`src/rtl/video_timing_decoder.sv`:
```
// Video timing decoder: rebuilds x/y from de/hsync/vsync and locks onto stable frame geometry.
// Optional build macro VTD_POLARITY_DETECT_EN learns sync polarity from the levels seen at de rise.
module video_timing_decoder #(
  parameter int unsigned WIDTH       = 12,
  parameter int unsigned LOCK_FRAMES = 2
) (
  input  logic             clk,
  input  logic             rst,
  input  logic             de,
  input  logic             hsync,
  input  logic             vsync,
  output logic [WIDTH-1:0] x,
  output logic [WIDTH-1:0] y,
  output logic [WIDTH-1:0] h_active,
  output logic [WIDTH-1:0] v_active,
  output logic             locked,
  output logic             frame_start,
  output logic             lock_err
);

  localparam logic [1:0]       StSearch   = 2'd0;
  localparam logic [1:0]       StMeasure  = 2'd1;
  localparam logic [1:0]       StCheck    = 2'd2;
  localparam logic [1:0]       StLocked   = 2'd3;
  localparam logic [WIDTH-1:0] MaxCnt     = {WIDTH{1'b1}};
  localparam logic [WIDTH-1:0] One        = {{(WIDTH-1){1'b0}}, 1'b1};
  localparam logic [3:0]       LockFrames = 4'(LOCK_FRAMES);

  logic             de_q, hs_q, vs_q;
  logic             hs_act, hs_act_prev, vs_act, vs_act_prev, pol_change;
  logic             de_fall, hs_edge, vs_edge, glitch, ovf;
  logic [WIDTH-1:0] line_len, lines, frame_h;
  logic             line_bad, lock_line_bad, frame_match;
  logic [1:0]       state_q, state_d;
  logic [3:0]       match_q, match_d;
  logic [WIDTH-1:0] cur_h_q, cur_h_d;
  logic             cur_vld_q, cur_vld_d, cur_ok_q, cur_ok_d;
  logic [WIDTH-1:0] x_d, y_d, h_act_d, v_act_d;
  logic             lock_err_d;

`ifdef VTD_POLARITY_DETECT_EN
  logic de_rise, hs_inact_q, vs_inact_q;

  assign de_rise     = de & ~de_q;
  assign hs_act      = hsync ^ hs_inact_q;
  assign hs_act_prev = hs_q ^ hs_inact_q;
  assign vs_act      = vsync ^ vs_inact_q;
  assign vs_act_prev = vs_q ^ vs_inact_q;
  assign pol_change  = de_rise & ((hsync != hs_inact_q) | (vsync != vs_inact_q));

  // Sync levels at the start of active video are taken as the inactive levels.
  always_ff @(posedge clk or negedge rst) begin
    if (!rst) begin
      hs_inact_q <= 1'b0;
      vs_inact_q <= 1'b0;
    end else if (de_rise) begin
      hs_inact_q <= hsync;
      vs_inact_q <= vsync;
    end
  end
`else
  assign hs_act      = hsync;
  assign hs_act_prev = hs_q;
  assign vs_act      = vsync;
  assign vs_act_prev = vs_q;
  assign pol_change  = 1'b0;
`endif

  assign de_fall       = ~de & de_q;
  assign hs_edge       = hs_act & ~hs_act_prev;
  assign vs_edge       = vs_act & ~vs_act_prev;
  assign glitch        = hs_edge & de;
  assign ovf           = (de & de_q & (x == MaxCnt)) | (de_fall & (y == MaxCnt));
  assign line_len      = x + One;
  // A line ending on the vsync edge still belongs to the frame being closed.
  assign lines         = y + {{(WIDTH-1){1'b0}}, de_fall};
  assign frame_h       = cur_vld_q ? cur_h_q : line_len;
  assign line_bad      = glitch | (de_fall & cur_vld_q & (line_len != cur_h_q));
  assign lock_line_bad = glitch | (de_fall & (line_len != h_active));
  assign frame_match   = cur_ok_q & ~line_bad & (lines != '0) & (lines == v_active) &
                         (frame_h == h_active);

  always_comb begin
    x_d = '0;
    if (de && de_q) x_d = (x == MaxCnt) ? x : x + One;
    y_d = y;
    if (vs_edge)                     y_d = '0;
    else if (de_fall && y != MaxCnt) y_d = y + One;
  end

  always_comb begin
    cur_h_d   = cur_h_q;
    cur_vld_d = cur_vld_q;
    cur_ok_d  = cur_ok_q & ~line_bad;
    if (de_fall && !cur_vld_q) begin
      cur_h_d   = line_len;
      cur_vld_d = 1'b1;
    end
    if (vs_edge) begin
      cur_vld_d = 1'b0;
      cur_ok_d  = 1'b1;
    end
  end

  always_comb begin
    state_d    = state_q;
    match_d    = match_q;
    h_act_d    = h_active;
    v_act_d    = v_active;
    lock_err_d = 1'b0;
    unique case (state_q)
      StSearch: if (vs_edge) state_d = StMeasure;
      StMeasure: begin
        if (line_bad) begin
          state_d = StSearch;
        end else if (vs_edge && lines != '0) begin
          h_act_d = frame_h;
          v_act_d = lines;
          match_d = 4'd1;
          state_d = (LockFrames == 4'd1) ? StLocked : StCheck;
        end
      end
      StCheck: begin
        if (vs_edge) begin
          if (frame_match) begin
            match_d = match_q + 4'd1;
            if (match_d >= LockFrames) state_d = StLocked;
          end else begin
            if (lines != '0) h_act_d = frame_h;
            v_act_d = lines;
            match_d = 4'd1;
          end
        end
      end
      StLocked: begin
        if (lock_line_bad || pol_change ||
            (vs_edge && (lines == '0 || lines != v_active))) begin
          state_d    = StSearch;
          lock_err_d = 1'b1;
        end
      end
      default: state_d = StSearch;
    endcase
    if (ovf) begin
      state_d    = StSearch;
      lock_err_d = (state_q == StLocked);
    end
  end

  always_ff @(posedge clk or negedge rst) begin
    if (!rst) begin
      de_q        <= 1'b0;
      hs_q        <= 1'b0;
      vs_q        <= 1'b0;
      x           <= '0;
      y           <= '0;
      h_active    <= '0;
      v_active    <= '0;
      state_q     <= StSearch;
      match_q     <= '0;
      cur_h_q     <= '0;
      cur_vld_q   <= 1'b0;
      cur_ok_q    <= 1'b1;
      locked      <= 1'b0;
      frame_start <= 1'b0;
      lock_err    <= 1'b0;
    end else begin
      de_q        <= de;
      hs_q        <= hsync;
      vs_q        <= vsync;
      x           <= x_d;
      y           <= y_d;
      h_active    <= h_act_d;
      v_active    <= v_act_d;
      state_q     <= state_d;
      match_q     <= match_d;
      cur_h_q     <= cur_h_d;
      cur_vld_q   <= cur_vld_d;
      cur_ok_q    <= cur_ok_d;
      locked      <= (state_d == StLocked);
      frame_start <= vs_edge;
      lock_err    <= lock_err_d;
    end
  end

endmodule

```
`config.mk`:
```
export PLATFORM = sky130hd
export DESIGN_NAME = video_timing_decoder
export DESIGN_NICKNAME = d
export VERILOG_FILES = /design/src/rtl/video_timing_decoder.sv
export SDC_FILE = /design/constraint.sdc
export NUM_CORES = 1
export LEC_CHECK = 0
export ABC_AREA = 0
export ABC_CLOCK_PERIOD_IN_PS = 5000
export BUFFER_PORTS_ARGS = -buffer_cell sky130_fd_sc_hd__buf_4
export CAP_MARGIN = 5
export CELL_PAD_IN_SITES_DETAIL_PLACEMENT = 1
export CELL_PAD_IN_SITES_GLOBAL_PLACEMENT = 1
export CORE_MARGIN = 2
export CORE_UTILIZATION = 49
export CTS_CLUSTER_SIZE = 28
export DETAILED_ROUTE_END_ITERATION = 8
export PLACE_DENSITY = 0.89
export SETUP_SLACK_MARGIN = 0.05
export SLEW_MARGIN = 20
export SYNTH_ARGS = -nofsm -noshare
export SYNTH_HDL_FRONTEND = slang
export SYNTH_SLANG_ARGS = --single-unit
export TNS_END_PERCENT = 10
```
`constraint.sdc`:
```
create_clock -name clk -period 5 [get_ports clk]
set_input_delay 1 -clock clk [delete_from_list [all_inputs] [get_ports clk]]
set_output_delay 1 -clock clk [all_outputs]
set_load 0.05 [all_outputs]
```
Yosys cells after proc, flatten, opt, wreduce, memory -nomap -nowiden
Index checks and enable logic that the tools add are counted.
W data, S select, Z words.
{"block": "op_classes", "eq_ne": 18, "div": 0, "n_shift": 0, "n_bitwise": 21, "n_mux": 36, "add_sub_neg": 4, "n_lt_le_gt_ge": 1, "multipliers": 0, "n_reduce_logical": 17}
{"op": "$mux W12", "count": 14}
{"op": "$pmux W12 S2", "count": 2}
{"op": "$ne A12 B12 Y1", "count": 3}
{"op": "$add A12 B1 Y12 const B", "count": 2}
{"op": "$eq A12 B12 Y1", "count": 2}
{"op": "$eq A12 B12 Y1 const B", "count": 2}
{"op": "$mux W2", "count": 8}
{"op": "$mux W4", "count": 4}
{"op": "$and A1 B1 Y1", "count": 14}
{"op": "$add A12 B1 Y12", "count": 1}
{"op": "$logic_not A12 Y1", "count": 1}
{"op": "$ne A12 B12 Y1 const B", "count": 1}
{"op": "$ne A2 B2 Y1 const B", "count": 6}
{"op": "$reduce_bool A12 Y1", "count": 1}
{"op": "$pmux W2 S4", "count": 1}
{"op": "$pmux W4 S2", "count": 1}
{"op": "$eq A2 B2 Y1 const B", "count": 3}
{"op": "$mux W1", "count": 6}
{"op": "$reduce_and A6 Y1", "count": 1}
{"op": "$reduce_bool A2 Y1", "count": 3}
{"op": "$logic_and A1 B1 Y1", "count": 5}
{"op": "$reduce_and A5 Y1", "count": 1}
{"op": "$add A4 B1 Y4 const B", "count": 1}
{"op": "$ge A4 B2 Y1 const B", "count": 1}
{"op": "7 further kinds", "count": 13}
{"block": "word_totals", "mem_bits_rw": 0, "ff_bits": 74, "out_inout_bits": 51, "in_bits": 5, "mem_count": 0, "rom_bits": 0, "latchBits": 0, "word_cells": 112}

Longest topological paths before layout
Gate-level depths: netlist of the first run.
{"block": "logic_depth", "word_depth": 15, "mapped_depth": 17, "ltp_nobuf": 14}

Worst setup path after synthesis of the first run
No wires, ideal clock.
{"block": "synth_timing", "kind": "input to register", "start": "input de", "end": "register h_active[5]", "required_time_ns": 4.875, "path_buffers": 2, "slack_ns": 0.891, "t_arrival_ns": 3.984, "cell_stages": 16, "setup_ns": 0.125, "path_cell_list": "inv_1 > nand2_1 > inv_1 > ha_1 > ha_1 > nand2_1 > or3_1 > clkbuf_1 > xor2_1 > a21oi_1 > o2111a_1 > nand2_1 > nor4_4 > nor3_4 > buf_6 > mux2_4"}
{"block": "synth_via", "elab_chain_cells": 12, "word_cells_on_any_way": 20, "cone_classes": "add/sub: 1; eq/ne: 5; bitwise: 11; reduce/logical: 3"}
{"element": "start, declared", "line": "9", "text": "input logic de,"}
{"element": "parallel branches: the longest is 11 deep, another holds $add A12 B1 Y12"}
{"element": "$reduce_and A6 Y1 (no line) (*)"}
{"element": "end signal, assigned", "line": "173", "text": "h_active <= h_act_d;"}
{"element": "end, declared", "line": "14", "text": "output logic [WIDTH-1:0] h_active,"}
Mark *: on every way between the ends.
A chain may end at the register's enable or synchronous reset.

Worst setup path in the final report of the first run
{"block": "layout_timing", "start": "input de", "end": "register h_active[0]"}
The elaborated chain is that of the path after synthesis.

==> metrics.cfg, run 1 <==
[run_status]
status = finished, final reports clean

[cts]
hold_buffers = 0
clock-sinks = 74
cts_resized = 0
cts_root_buf = clkbuf_8
cts-buffers-inserted = 9
clk_pin_slew_ns = 0.08
clock_latency_ns = 0.36
clockBufferDepth = 2
cts_setup_buffers = 0
cts_tree = yes
htreeDepth = 3

[placed_design]
port_buffers = 55
gp_congestion = 0.893
dpl.cell_count = 689
dp_hpwl_mm = 10.5
dpl_worst_slack_ns = 0.0511

[sta]
max-slew-margin-rel_pct = 29.8
fin_crit_sh_pct = 93.6
skew_ns = 0.0149
setup-tns-final_ns = 0
period_minus_slack_ns = 4.68
final_max_slew_viol_count = 0
setup_viol = 0
worstMarginPinSlew_ns = 1.05
final_hold_viol_count = 0
hold_ws_ns = 0.558
max_freq_mhz = 214
setup_ws_ns = 0.321
rsz0062_at_grt = no

[route]
drt-initial-drc-count = 210
finalWirelength_mm = 14.8
drc = 0
wl_per_cell_um = 21.0
ant_nets = 0
via_per_inst = 6.15
vias = 4336
dr.pass1.iters = 5

[critical_path]
critPathArrivalTime_ns = 4.92
critPathMaxFanout = 12
max_stage_delay_ns = 0.51
ff2ff_path_depth = 10
critPathRequiredTime_ns = 5.24
crit_path_cell_trace = buf_4, inv_1, nand2_1, inv_1, ha_1, ha_1, nand2_1, or3_1, xnor2_1, nor3_1, o211ai_1, nand3_1, o32a_1, nor3_4, buf_4, mux2_2
crit_slowest_cell = o32a_1
r2r_slack_ns = 0.77
critPathKind = primary input to flop
cp-start-kind = primary input
end_kind = flop

[yosys]
synth_common_cells = 73 x dfrtp_1, 52 x nor2_1, 47 x xnor2_1
synthArstFlopShare_pct = 100
synth_most_common_cell = dfrtp_1
synth_edf_count = 0
synth_top_area_share_pct = 36.6
ys_warn_count = 0
netlist_instances = 529
yosysTopAreaCell = dfrtp_1
postSynthAreaPerCell_sq_um = 9.43
synth_nets = 540
synthDistinctLibCells = 73
ys_ff_latch = 74
synth_ff_type = dfrtp_1
yosysSeqAreaShare_pct = 37.1
synth_area_leaders = dfrtp_1 37%, xnor2_1 8.3%, mux2_4 5.1%
syn-cell-area_sq_um = 4990

[global_routing]
gr-usage-all-layers_pct = 27.7
overflow = 0
grt_pass1_vias = 4480
antenna_found_initial = 0
grt_first_pass_wirelength_mm = 24.0
grt_max_degree = 75

[power_and_ir_drop]
combPwrFrac_pct = 40.4
p_seq_share_pct = 36.7
clockPowerShare_pct = 22.9
leakage_uw = 0.00242
p_sw_share_pct = 41.7
ir_drop_v = 0.000188
internal_power_uw = 1350
powerDensity_nw_per_um2 = 412
power_uw = 2320
power.switching_uw = 966

[die]
rows = 36
io_pins = 56
start_util_pct = 50.8
core_sq_um = 9820
die_h_um = 105
die_x_um = 105
die_area_sq_um = 11000

[cells_and_area]
areaGrowthSynthToFinish_pct = 12.9
n_fill_cell = 1165
final_nets = 578
drive_gt1_share_pct = 19.2
fin_cells = 705
multi_input_area_sq_um = 2910
seqCellArea_sq_um = 1850
antennaDiodeCount = 0

[hold_path]
hp-class = flop to flop
worstHoldPathCells = 2

[flow_run]
maxCapViolations = 0

==> routing by layer <==
metal  up-vias  routed length [um]  global-route usage (%)
met4         0                 394                    11.0
li1       1946                   -                       -
met1      2183                6400                    37.8
met2       168                7120                    44.9
met3        39                 888                    3.68
met5         -                   0                       0
==> power by group through the flow <==
stage	Sequential (uW)	Combinational (uW)	Clock, uW
6_report	852	937	531
5_1_grt	866	992	559
2_1_floorplan	1020	490	0
3_5_place_dp	856	926	0
4_1_cts	848	933	536
3_3_place_gp	843	893	0
==> sequential cells by signal (all words and copies together) (netlist names), 2 cells and up <==
register  count
cur_h_q      12
h_active     12
match_q       4
state_q       2
v_active     12
x            12
y            12
==> placed cells by master (no fill, tap or decap), types with 3 or more instances in the layout <==
cell type / instances
or3_1: 7
a21o_1: 5
buf_4: 59
o31ai_1: 3
inv_1: 11
o211ai_1: 5
nand2_1: 34
a22o_1: 3
ha_1: 6
xnor3_1: 4
o21ai_0: 25
nand4_1: 9
mux2_4: 17
nand3_1: 22
xor2_1: 23
nor3_1: 23
nor4_1: 3
nor2b_1: 6
xnor2_1: 47
nand2b_1: 7
mux2i_1: 9
a31oi_1: 5
nor2_1: 51
and3_1: 3
dfrtp_1: 73
clkbuf_1: 4
mux2_2: 5
nor3b_1: 5
clkbuf_8: 10
a21oi_1: 37
==> worst max-delay path: cells and delay by family <==
kind / cells / cell delay (ns)
simple gates: 6 / 1.34
xor+xnor: 1 / 0.27
buf+inv: 4 / 0.62
fa+ha+maj: 2 / 0.56
mux: 1 / 0.36
compound gates: 2 / 0.74
==> layout make-up <==
class | count | share of cell area [%]
Timing Repair Buffer | 59 | 7.86
Multi-Input combinational cell | 410 | 51.6
Clock buffer | 14 | 2.71
Inverter | 13 | 0.866
Clock inverter | 2 | 1.07
Sequential cell | 74 | 32.9
Tap cell | 133 | 2.95
==> through the flow <==
step,util (%),cell area [sq um]
floorplan,-,4990
global placement,55.2,5420
detailed placement,55.2,5420
CTS,57.4,5630
global route,57.4,5630
finish,57.4,5630
==> path summary, 6_finish.rpt <==
path                           endpoint      from
max                         h_active[0]        de
max reg2reg                h_active[11]      x[2]
min in group asynchronous    cur_h_q[7]       rst
min reg2reg                    cur_ok_q  cur_ok_q
min                            cur_ok_q  cur_ok_q
max in group asynchronous         y[11]       rst
==> logic make-up (layout without fill, tap and decap cells) <==
group,count (synthesis),after routing,share of synthesized area (%)
simple gates,190,190,20.5
xor+xnor,75,75,14.6
buf+inv,45,88,4.61
mux,31,31,8.05
flops,74,74,37.1
compound gates,108,108,13.6
fa+ha+maj,6,6,1.50
Power figures use the tool's default switching activity.
==> run 2: changes to the inputs <==
--- a/config.mk
+++ b/config.mk
@@ -5,17 +5,17 @@
 export SDC_FILE = /design/constraint.sdc
 export NUM_CORES = 1
 export LEC_CHECK = 0
-export ABC_AREA = 0
+export ABC_AREA = 1
 export ABC_CLOCK_PERIOD_IN_PS = 5000
 export BUFFER_PORTS_ARGS = -buffer_cell sky130_fd_sc_hd__buf_4
 export CAP_MARGIN = 5
 export CELL_PAD_IN_SITES_DETAIL_PLACEMENT = 1
 export CELL_PAD_IN_SITES_GLOBAL_PLACEMENT = 1
 export CORE_MARGIN = 2
-export CORE_UTILIZATION = 49
+export CORE_UTILIZATION = 46
 export CTS_CLUSTER_SIZE = 28
 export DETAILED_ROUTE_END_ITERATION = 8
-export PLACE_DENSITY = 0.89
+export PLACE_DENSITY = 0.91
 export SETUP_SLACK_MARGIN = 0.05
 export SLEW_MARGIN = 20
 export SYNTH_ARGS = -nofsm -noshare
==> metrics.cfg, run 2 <==
[cts]
htreeDepth = 3  ; unchanged
cts_resized = 0  ; unchanged
clockBufferDepth = 2  ; unchanged
clock-sinks = 74  ; unchanged
cts_setup_buffers = 0  ; unchanged
clk_pin_slew_ns = 0.08  ; about the same
clock_latency_ns = 0.38  ; +0.02 ns
cts-buffers-inserted = 9  ; unchanged
cts_root_buf = clkbuf_8
hold_buffers = 0  ; unchanged
cts_tree = yes

[route]
via_per_inst = 5.67  ; -7.8%
dr.pass1.iters = 4  ; -1
drt-initial-drc-count = 351  ; +67%
finalWirelength_mm = 17.8  ; +20%
wl_per_cell_um = 18.2  ; -13%
ant_nets = 0  ; unchanged
drc = 0  ; unchanged
vias = 5542  ; +28%

[yosys]
synthDistinctLibCells = 43  ; -41%
postSynthAreaPerCell_sq_um = 6.58  ; -30%
synth_edf_count = 0  ; unchanged
yosysSeqAreaShare_pct = 35.9  ; -1.2 points
synth_most_common_cell = nand2_1
synthArstFlopShare_pct = 100  ; unchanged
synth_top_area_share_pct = 35.4  ; -1.2 points
yosysTopAreaCell = dfrtp_1
synth_common_cells = 281 x nand2_1, 99 x inv_1, 97 x nand3_1
ys_warn_count = 0  ; unchanged
syn-cell-area_sq_um = 5160  ; +3.4%
netlist_instances = 784  ; +48%
synth_area_leaders = dfrtp_1 35%, nand2_1 20%, nand3_1 9.4%
synth_nets = 795  ; +47%
synth_ff_type = dfrtp_1
ys_ff_latch = 74  ; unchanged

[placed_design]
dp_hpwl_mm = 13.4  ; +28%
gp_congestion = 0.902  ; +1.0%
dpl_worst_slack_ns = 0.549  ; +0.498 ns
port_buffers = 55  ; unchanged

[cells_and_area]
final_common_cell = nand2_1
final_cell_mix = 281 x nand2_1, 99 x inv_1, 97 x nand3_1
drive_gt1_share_pct = 12.4  ; -6.8 points
n_fill_cell = 1518  ; +30%
antennaDiodeCount = 0  ; unchanged
areaGrowthSynthToFinish_pct = 12.9  ; about the same
final_nets = 843  ; +46%

[critical_path]
critPathArrivalTime_ns = 4.52  ; -0.40 ns
ff2ff_path_depth = 15  ; +5
r2r_slack_ns = 1.00  ; +0.23 ns
cp-start-kind = primary input
crit_start = de
critPathKind = primary input to flop
critPathRequiredTime_ns = 5.26  ; +0.02 ns
worstReg2RegEnd = v_active[7]
critPathMaxFanout = 14  ; +2
end_kind = flop
setup.worst_path.end = h_active[5]
r2r-start = cur_vld_q

[global_routing]
grt_max_degree = 75  ; unchanged
gr-usage-all-layers_pct = 30.8  ; +3.1 points
grt_first_pass_wirelength_mm = 28.4  ; +18%
antenna_found_initial = 0  ; unchanged
overflow = 0  ; unchanged
grt_pass1_vias = 5807  ; +30%

[power_and_ir_drop]
p_seq_share_pct = 39.0  ; +2.3 points
powerDensity_nw_per_um2 = 316  ; -23%
internal_power_uw = 1080  ; -20%
leakage_uw = 0.00298  ; +23%
clockPowerShare_pct = 27.5  ; +4.6 points
combPwrFrac_pct = 33.4  ; -7.0 points
power.switching_uw = 756  ; -22%
ir_drop_v = 0.000256  ; +36%
p_sw_share_pct = 41.1  ; -0.57 points

[hold_path]
hp-class = flop to flop

[sta]
final_hold_viol_count = 0  ; unchanged
hold_ws_ns = 0.510  ; -0.0477 ns
worstMarginPinSlew_ns = 0.973  ; -0.0793 ns
fin_crit_sh_pct = 85.2  ; -8.4 points
setup-tns-final_ns = 0  ; unchanged
rsz0062_at_grt = no
max-slew-margin-rel_pct = 35.2  ; +5.4 points
final_max_slew_viol_count = 0  ; unchanged
skew_ns = 0.0186  ; +0.00369 ns
max_freq_mhz = 235  ; +9.9%
period_minus_slack_ns = 4.26  ; -0.420 ns
setup_ws_ns = 0.741  ; +0.420 ns
setup_viol = 0  ; unchanged

[die]
die_area_sq_um = 12100  ; +9.7%
die_x_um = 110  ; +4.8%
core_sq_um = 10900  ; +11%
die_h_um = 110  ; +4.8%
start_util_pct = 47.4  ; -3.4 points
rows = 38  ; +5.6%
io_pins = 56  ; unchanged

[run_status]
status = finished, final reports clean

[flow_run]
maxCapViolations = 0  ; unchanged

[run 2: cell type report]
type                       count  area [sq um]  area share [%]
clock inverter                 3          47.5           0.816
multi-input combinational    590          2790            47.9
tap                          140           175            3.01
timing repair buffer          55           413            7.09
clock buffer                  13           159            2.73
sequential                    74          1850            31.8
inverter                     102           385            6.62
[run 2: routing by layer]
metal | routed length, um | track usage [%]
met5 | 0 | 0
met4 | 532 | 13.9
met3 | 893 | 3.73
met2 | 8830 | 52.7
met1 | 7540 | 38.8
[run 2: worst max-delay path: stages]
cell     delay (ns)
buf_4          0.13
nor2_1         0.31
ha_1           0.35
ha_1           0.40
inv_1          0.15
nor2_1         0.18
nand3_1        0.12
nand2_1        0.20
nand2_1        0.10
and2_1         0.15
nand2_1        0.05
inv_1          0.04
nand3_1        0.07
nor2_1         0.06
nand3_1        0.08
or2_1          0.56
nand3_4        0.32
nand2_1        0.17
nand2_1        0.07
[run 2: worst min-delay path by stage]
stage,slack [ns],cells past startpoint,from,end
CTS,0.52,2,match_q[3],match_q[3]
floorplan,0.45,1,vs_act_prev,frame_start
detailed placement,0.50,2,match_q[3],match_q[3]
global route,0.56,2,match_q[3],match_q[3]
global placement,0.49,2,match_q[3],match_q[3]
finish,0.51,2,match_q[3],match_q[3]
[run 2: through the flow]
| stage | power (uW) | std cells | utilization (%) | cell area [sq um] |
|---|---|---|---|---|
| detailed placement | 1330 | 961 | 51.6 | 5620 |
| floorplan | 1160 | 784 | - | 5160 |
| CTS | 1840 | 977 | 53.5 | 5820 |
| global route | 1940 | 977 | 53.5 | 5820 |
| global placement | 1300 | 961 | 51.6 | 5620 |
| finish | 1840 | 977 | 53.5 | 5820 |
[run 2: cells by family after synthesis]
logic type / share of synthesized area, %
fa+ha+maj: 1.46
flops: 35.9
buf+inv: 9.95
xor+xnor: 1.36
simple gates: 43.1
compound gates: 8.20
[run 2: power by group through the flow]
| stage | clock network [uW] | registers, uW | logic [uW] |
|---|---|---|---|
| finish | 507 | 719 | 615 |
| CTS | 510 | 717 | 611 |
| global placement | 0 | 725 | 574 |
| detailed placement | 0 | 728 | 605 |
| floorplan | 0 | 822 | 342 |
| global route | 540 | 726 | 670 |
